==> src/rtl/regfile_uart_dump_pkg.sv <==
// Shared constants, FSM encoding and helpers for the register-file UART dump.
// Imported by the dump sequencer; the byte transmitter is self-contained.
package regfile_uart_dump_pkg;

    localparam logic [7:0] ASCII_R     = 8'h52;
    localparam logic [7:0] ASCII_COLON = 8'h3A;
    localparam logic [7:0] ASCII_CR    = 8'h0D;
    localparam logic [7:0] ASCII_LF    = 8'h0A;
    localparam logic [7:0] ASCII_0     = 8'h30;
    localparam logic [7:0] ASCII_A     = 8'h41;

    typedef enum logic [2:0] {
        ST_IDLE,
        ST_LOAD,
        ST_SEND,
        ST_WAIT,
        ST_FINISH
    } state_e;

    // Clocks per serial bit; never below one so the baud counter stays legal.
    function automatic int calc_div(input int clk_hz, input int baud);
        return (clk_hz / baud < 1) ? 1 : clk_hz / baud;
    endfunction

    function automatic logic [7:0] hex_ascii(input logic [3:0] nib);
        if (nib < 4'd10) begin
            return ASCII_0 + {4'h0, nib};
        end
        return ASCII_A + {4'h0, nib} - 8'd10;
    endfunction

endpackage

==> src/rtl/regfile_uart_dump_uart_tx_byte.sv <==
// 8N1 byte transmitter: owns the baud counter and the 10-bit frame shifter.
// ready is high while idle; a byte is taken on valid & ready.
module uart_tx_byte #(
    parameter int DIV = 868
) (
    input  logic       clk,
    input  logic       reset,
    input  logic [7:0] data,
    input  logic       valid,
    output logic       ready,
    output logic       tx
);

    localparam int CNT_W = (DIV > 1) ? $clog2(DIV) : 1;
    localparam logic [CNT_W-1:0] CNT_LAST = CNT_W'(DIV - 1);

    logic [9:0]       shift_q,    shift_d;
    logic [3:0]       bit_cnt_q,  bit_cnt_d;
    logic [CNT_W-1:0] baud_cnt_q, baud_cnt_d;
    logic             active_q,   active_d;
    logic             tx_q,       tx_d;

    // NOTE: every signal gets a default at the top of the block, so no path can leave one unassigned and infer a latch.
    always_comb begin
        shift_d    = shift_q;
        bit_cnt_d  = bit_cnt_q;
        baud_cnt_d = baud_cnt_q;
        active_d   = active_q;
        tx_d       = tx_q;
        if (!active_q) begin
            if (valid) begin
                shift_d    = {1'b1, data, 1'b0};
                bit_cnt_d  = '0;
                baud_cnt_d = '0;
                active_d   = 1'b1;
                tx_d       = 1'b0;
            end
        end else if (baud_cnt_q == CNT_LAST) begin
            baud_cnt_d = '0;
            if (bit_cnt_q == 4'd9) begin
                // Stop bit has run its full period: back to idle, line held high.
                active_d = 1'b0;
                tx_d     = 1'b1;
            end else begin
                bit_cnt_d = bit_cnt_q + 1'b1;
                shift_d   = {1'b1, shift_q[9:1]};
                tx_d      = shift_q[1];
            end
        end else begin
            baud_cnt_d = baud_cnt_q + 1'b1;
        end
    end

    // NOTE: state flops use non-blocking assignments so every flop samples the pre-edge values.
    always_ff @(posedge clk or negedge reset) begin
        if (!reset) begin
            shift_q    <= '1;
            bit_cnt_q  <= '0;
            baud_cnt_q <= '0;
            active_q   <= 1'b0;
            tx_q       <= 1'b1;
        end else begin
            shift_q    <= shift_d;
            bit_cnt_q  <= bit_cnt_d;
            baud_cnt_q <= baud_cnt_d;
            active_q   <= active_d;
            tx_q       <= tx_d;
        end
    end

    assign ready = ~active_q;
    assign tx    = tx_q;

endmodule

==> src/rtl/regfile_uart_dump.sv <==
// Snapshots the packed register bus on start and prints one "Rn:HHHH\r\n"
// line per register over UART.
module regfile_uart_dump
    import regfile_uart_dump_pkg::*;
#(
    parameter int CLK_HZ   = 100000000,
    parameter int BAUD     = 115200,
    parameter int NUM_REGS = 8,
    parameter int WIDTH    = 16
) (
    input  logic                      clk,
    input  logic                      reset,
    input  logic                      start,
    input  logic [NUM_REGS*WIDTH-1:0] reg_bus,
    output logic                      tx,
    output logic                      busy,
    output logic                      done
);

    localparam int DIV        = calc_div(CLK_HZ, BAUD);
    localparam int HEX_DIGITS = WIDTH / 4;
    localparam int LINE_CHARS = HEX_DIGITS + 5;
    localparam int REG_W      = (NUM_REGS > 1) ? $clog2(NUM_REGS) : 1;
    localparam int CHAR_W     = $clog2(LINE_CHARS);

    localparam logic [REG_W-1:0]  REG_LAST = REG_W'(NUM_REGS - 1);
    localparam logic [CHAR_W-1:0] CHAR_CR  = CHAR_W'(HEX_DIGITS + 3);
    localparam logic [CHAR_W-1:0] CHAR_LF  = CHAR_W'(HEX_DIGITS + 4);

    state_e                    state_q,    state_d;
    logic [REG_W-1:0]          reg_idx_q,  reg_idx_d;
    logic [CHAR_W-1:0]         char_idx_q, char_idx_d;
    logic [7:0]                char_q,     char_d;
    logic                      busy_q,     busy_d;
    logic                      done_q,     done_d;
    logic [NUM_REGS*WIDTH-1:0] snap_q;
    logic                      snap_load;

    logic [WIDTH-1:0] regs [NUM_REGS];
    logic [WIDTH-1:0] cur_reg;
    logic [3:0]       nibble;
    logic [7:0]       next_char;
    logic             last_char;
    logic             tx_valid;
    logic             tx_ready;

    always_comb begin
        for (int i = 0; i < NUM_REGS; i++) begin
            regs[i] = snap_q[i*WIDTH +: WIDTH];
        end
    end

    assign cur_reg   = regs[reg_idx_q];
    assign last_char = (reg_idx_q == REG_LAST) && (char_idx_q == CHAR_LF);
    assign tx_valid  = (state_q == ST_SEND);

    // Hex digits occupy line positions 3..HEX_DIGITS+2, most significant first.
    always_comb begin
        nibble = '0;
        for (int k = 0; k < HEX_DIGITS; k++) begin
            if (char_idx_q == CHAR_W'(k + 3)) begin
                nibble = cur_reg[WIDTH-1-4*k -: 4];
            end
        end
    end

    always_comb begin
        next_char = hex_ascii(nibble);
        if (char_idx_q == CHAR_W'(0)) begin
            next_char = ASCII_R;
        end else if (char_idx_q == CHAR_W'(1)) begin
            next_char = ASCII_0 + 8'(reg_idx_q);
        end else if (char_idx_q == CHAR_W'(2)) begin
            next_char = ASCII_COLON;
        end else if (char_idx_q == CHAR_CR) begin
            next_char = ASCII_CR;
        end else if (char_idx_q == CHAR_LF) begin
            next_char = ASCII_LF;
        end
    end

    always_comb begin
        state_d    = state_q;
        reg_idx_d  = reg_idx_q;
        char_idx_d = char_idx_q;
        char_d     = char_q;
        busy_d     = busy_q;
        done_d     = 1'b0;
        snap_load  = 1'b0;
        case (state_q)
            ST_IDLE: begin
                if (start) begin
                    snap_load  = 1'b1;
                    reg_idx_d  = '0;
                    char_idx_d = '0;
                    busy_d     = 1'b1;
                    state_d    = ST_LOAD;
                end
            end
            ST_LOAD: begin
                char_d  = next_char;
                state_d = ST_SEND;
            end
            ST_SEND: begin
                // valid is held until the transmitter frees up, so the next
                // start bit follows the previous stop bit with a one-cycle gap.
                if (tx_ready) begin
                    state_d = ST_WAIT;
                end
            end
            ST_WAIT: begin
                if (last_char) begin
                    if (tx_ready) begin
                        state_d = ST_FINISH;
                    end
                end else begin
                    if (char_idx_q == CHAR_LF) begin
                        char_idx_d = '0;
                        reg_idx_d  = reg_idx_q + 1'b1;
                    end else begin
                        char_idx_d = char_idx_q + 1'b1;
                    end
                    state_d = ST_LOAD;
                end
            end
            ST_FINISH: begin
                busy_d  = 1'b0;
                done_d  = 1'b1;
                state_d = ST_IDLE;
            end
            default: begin
                state_d = ST_IDLE;
            end
        endcase
    end

    always_ff @(posedge clk or negedge reset) begin
        if (!reset) begin
            state_q    <= ST_IDLE;
            reg_idx_q  <= '0;
            char_idx_q <= '0;
            char_q     <= '0;
            busy_q     <= 1'b0;
            done_q     <= 1'b0;
        end else begin
            state_q    <= state_d;
            reg_idx_q  <= reg_idx_d;
            char_idx_q <= char_idx_d;
            char_q     <= char_d;
            busy_q     <= busy_d;
            done_q     <= done_d;
        end
    end

    // NOTE: the snapshot is deliberately left out of reset; it is always loaded on start before anything reads it.
    always_ff @(posedge clk) begin
        if (snap_load) begin
            snap_q <= reg_bus;
        end
    end

    uart_tx_byte #(
        .DIV(DIV)
    ) u_tx (
        .clk  (clk),
        .reset(reset),
        .data (char_q),
        .valid(tx_valid),
        .ready(tx_ready),
        .tx   (tx)
    );

    assign busy = busy_q;
    assign done = done_q;

endmodule

==> config.mk <==
export PLATFORM = sky130hd
export DESIGN_NAME = regfile_uart_dump
export DESIGN_NICKNAME = d
export VERILOG_FILES = /design/src/rtl/regfile_uart_dump_pkg.sv /design/src/rtl/regfile_uart_dump_uart_tx_byte.sv /design/src/rtl/regfile_uart_dump.sv
export SDC_FILE = /design/constraint.sdc
export NUM_CORES = 1
export LEC_CHECK = 0
export CAP_MARGIN = 15
export CORE_ASPECT_RATIO = 0.75
export CORE_MARGIN = 2
export CORE_UTILIZATION = 23
export DETAILED_ROUTE_END_ITERATION = 10
export GPL_ROUTABILITY_DRIVEN = 0
export MAX_ROUTING_LAYER = met4
export PLACE_DENSITY = 0.47
export SYNTH_ARGS = -nofsm -noshare
export SYNTH_HDL_FRONTEND = slang
export SYNTH_SLANG_ARGS = --single-unit
==> constraint.sdc <==
create_clock -name clk -period 5.85 [get_ports clk]
set_input_delay 1.4625 -clock clk [delete_from_list [all_inputs] [get_ports clk]]
set_output_delay 1.4625 -clock clk [all_outputs]
set_load 0.1 [all_outputs]
==> flow_summary.json <==
{
  "crit_arrival_ns": 2.10,
  "row_count": 56,
  "fin_crit_ns": 3.56,
  "cts.path.max_buffers": 2,
  "grt-ovfl-total": 0,
  "yosysUniqueCellTypes": 48,
  "io_pins": 134,
  "ctsResizeCount": 0,
  "start_util": 0.234,
  "run_status": "completed",
  "insertion_delay_ns": 0.43,
  "die_h_um": 159,
  "areaGrowthSynthToFinish_pct": 32.5,
  "drt_iter0_drc": 337,
  "grt_pass1_wl_mm": 26.7,
  "synth_area_um2": 7340,
  "fin_setup_tns_ns": 0,
  "final_antenna_net_count": 0,
  "h-tree-depth": 4,
  "synth_edf_count": 128,
  "setup_viol": 0,
  "worst_setup_path_start_kind": "flop",
  "power_density_nw_per_um2": 401,
  "p_leak_nw": 3.41,
  "async_flop_share": 0.251,
  "syn_nets": 621,
  "routed_wl_mm": 16.7,
  "hold_viol": 0,
  "die-area_um2": 33400,
  "cts.sinks": 171,
  "ys_warn_count": 0,
  "grt_pass1_vias": 4808,
  "drt-pass1-iter-count": 5,
  "clock-root-buffer": "clkbuf_16",
  "worstMarginPinSlew_ns": 0.995,
  "num_vias": 4458,
  "finalPower_mw": 3.90,
  "drive_gt1_frac": 0.118,
  "critPathKind": "reg2out",
  "crit_slowest_cell": "clkdlybuf4s50_1",
  "max_cap_violations": 0,
  "postCtsSetupRepairBufs": 0,
  "drcViolationCount": 0,
  "synth_top_family_by_area": "multiplexers",
  "nets": 754,
  "grt_max_degree": 89,
  "skew_ns": 0.0144,
  "timing.hold.ws_ns": 0.503,
  "worst_path_dominant_cell_family": "buffers and inverters",
  "wl_per_cell_um": 16.1,
  "timing.final.crit_share": 0.609,
  "muxShareOfSynthArea": 0.131,
  "slowest_delay_ns": 1.14,
  "synthSimpleGateAreaFrac": 0.0762,
  "cts_hold_buffers": 0,
  "antenna_found_initial": 1,
  "yosysSeqAreaShare": 0.671,
  "vias_per_cell": 4.32,
  "ys_ff_latch": 171,
  "io_buffer_count": 133,
  "maxClockFrequency_ghz": 0.281,
  "yosys.area_share.adder": 0.0170,
  "rsz0062_at_grt": "no",
  "cp.required_ns": 4.39,
  "crit_fanout": 2,
  "timing.critical_path.buf_inv": 1,
  "dp_hpwl_mm": 11.9,
  "core_area_um2": 31300,
  "peakVddDrop_mv": 0.226,
  "hp-class": "reg2reg",
  "synth_compound_area_frac": 0.0799,
  "syn_inst": 480,
  "critPathCaptureType": "output port",
  "grt_usage": 0.108,
  "clkTransAtPathRegs_ns": 0.07,
  "cts_tree": "built",
  "maxSlewViolCount": 0,
  "cts_buffers": 17,
  "synth_xor_xnor_area_share": 0.00119,
  "relSlewSlack": 0.336,
  "synth_flop_cell": "edfxtp_1",
  "syn-mean-instance-area_um2": 15.3,
  "crit_chain": "clkdlybuf4s50_1",
  "die_x_um": 210
}
-- routing by layer --
| layer | global-route usage | up-vias | routed length [um] |
|---|---|---|---|
| met3 | 0.0269 | 11 | 755 |
| li1 | - | 2144 | - |
| met5 | - | - | 0 |
| met2 | 0.160 | 125 | 7730 |
| met4 | 0.0345 | 0 | 193 |
| met1 | 0.145 | 2178 | 8010 |
-- area by class of cell --
| class | instances | area (um2) |
|---|---|---|
| Inverter | 11 | 43.8 |
| Clock inverter | 13 | 181 |
| Tap cell | 406 | 508 |
| Antenna cell | 1 | 2.50 |
| Clock buffer | 19 | 433 |
| Sequential cell | 171 | 4930 |
| Timing Repair Buffer | 138 | 1380 |
| Fill cell | 3053 | 21600 |
| Multi-Input combinational cell | 274 | 2250 |
-- registers in the layout, indices dropped and copies added, names as in the netlist --
register and cells:
busy 1, char_idx_q 4, char_q 7, done 1, reg_idx_q 3, snap_q 128, state_q 3, u_tx.active_q 1
u_tx.baud_cnt_q 10, u_tx.bit_cnt_q 4, u_tx.shift_q 8, u_tx.tx 1
-- cells by family (layout without fill, tap and decap cells) --
kind of cell | after synthesis | in the layout
other cells | 0 | 1
mux | 51 | 51
fa+ha+maj | 10 | 10
xor+xnor | 1 | 1
compound gates | 97 | 97
simple gates | 115 | 115
flops | 171 | 171
buf+inv | 35 | 181
-- worst reg2reg max path, cell delays in order (launching register included) --
cell and delay [ns]:
dfrtp_2 0.58, buf_4 0.48, mux4_2 0.58, mux2i_1 0.19, o22ai_1 0.11, o31ai_1 0.39, ha_1 0.26, o21a_1 0.13
nor2_1 0.05, a221o_1 0.33
-- stage by stage --
stage | utilization | worst slack, ns | cells | cell area (um2)
after floorplan | - | 0.950 | 480 | 7340
after global placement | 0.291 | 2.23 | 999 | 9100
after detailed placement | 0.291 | 2.18 | 999 | 9100
after CTS | 0.310 | 2.26 | 1031 | 9710
after global routing | 0.311 | 2.25 | 1033 | 9730
final | 0.311 | 2.29 | 1033 | 9730
-- report_power, final --
| group | internal (mW) | total (mW) | switching [mW] |
|---|---|---|---|
| combinational | 0.470 | 0.994 | 0.523 |
| clock | 0.687 | 1.19 | 0.501 |
| sequential | 1.58 | 1.72 | 0.138 |
| total | 2.74 | 3.90 | 1.16 |
-- Yosys cell counts (3+ instances only) --
| master | instances | share of area |
|---|---|---|
| mux4_2 | 19 | 0.058 |
| a22o_1 | 3 | 0.0036 |
| o21ai_0 | 39 | 0.027 |
| mux4_1 | 13 | 0.047 |
| dfstp_2 | 9 | 0.032 |
| and3_1 | 10 | 0.0085 |
| nor3_1 | 4 | 0.0027 |
| nand2b_1 | 4 | 0.0034 |
| dfrtp_1 | 34 | 0.12 |
| a21oi_1 | 18 | 0.012 |
| nor2_1 | 30 | 0.015 |
| and2_1 | 4 | 0.0034 |
| ha_1 | 10 | 0.017 |
| nor4_1 | 3 | 0.0026 |
| mux2i_1 | 18 | 0.025 |
| edfxtp_1 | 128 | 0.52 |
| o21a_1 | 4 | 0.0041 |
| nand4_1 | 4 | 0.0034 |
| a211oi_1 | 3 | 0.0031 |
| or2_2 | 3 | 0.0026 |
| inv_1 | 11 | 0.0056 |
| a31oi_1 | 9 | 0.0077 |
| buf_2 | 7 | 0.0048 |
| o31ai_1 | 6 | 0.0061 |
| nor2b_1 | 4 | 0.0034 |
| nand2_1 | 32 | 0.016 |
| nand3_1 | 8 | 0.0055 |
| clkbuf_1 | 14 | 0.0072 |
-- final timing paths --
| check | from | end | slack [ns] | depth (start not counted) |
|---|---|---|---|---|
| worst min register to register | u_tx.shift_q[4] | u_tx.shift_q[4] | 0.50 | 2 |
| worst min-delay path | u_tx.shift_q[4] | u_tx.shift_q[4] | 0.50 | 2 |
| worst max-delay path | u_tx.tx | tx | 2.29 | 1 |
| min in group asynchronous | reset | u_tx.bit_cnt_q[0] | 1.21 | 1 |
| max in group asynchronous | reset | reg_idx_q[0] | 3.98 | 1 |
| worst max register to register | reg_idx_q[0] | char_q[6] | 2.62 | 9 |
-- cell usage in the layout, fill, tap and decap left out, types with 13 or more instances in the layout --
| cell | n |
|---|---|
| nand2_1 | 32 |
| a21oi_1 | 18 |
| mux4_1 | 13 |
| mux2i_1 | 18 |
| o21ai_0 | 39 |
| dfrtp_1 | 33 |
| clkbuf_16 | 17 |
| nor2_1 | 30 |
| mux4_2 | 19 |
| edfxtp_1 | 128 |
| clkdlybuf4s50_1 | 132 |
(Power assumes the default switching activity.)
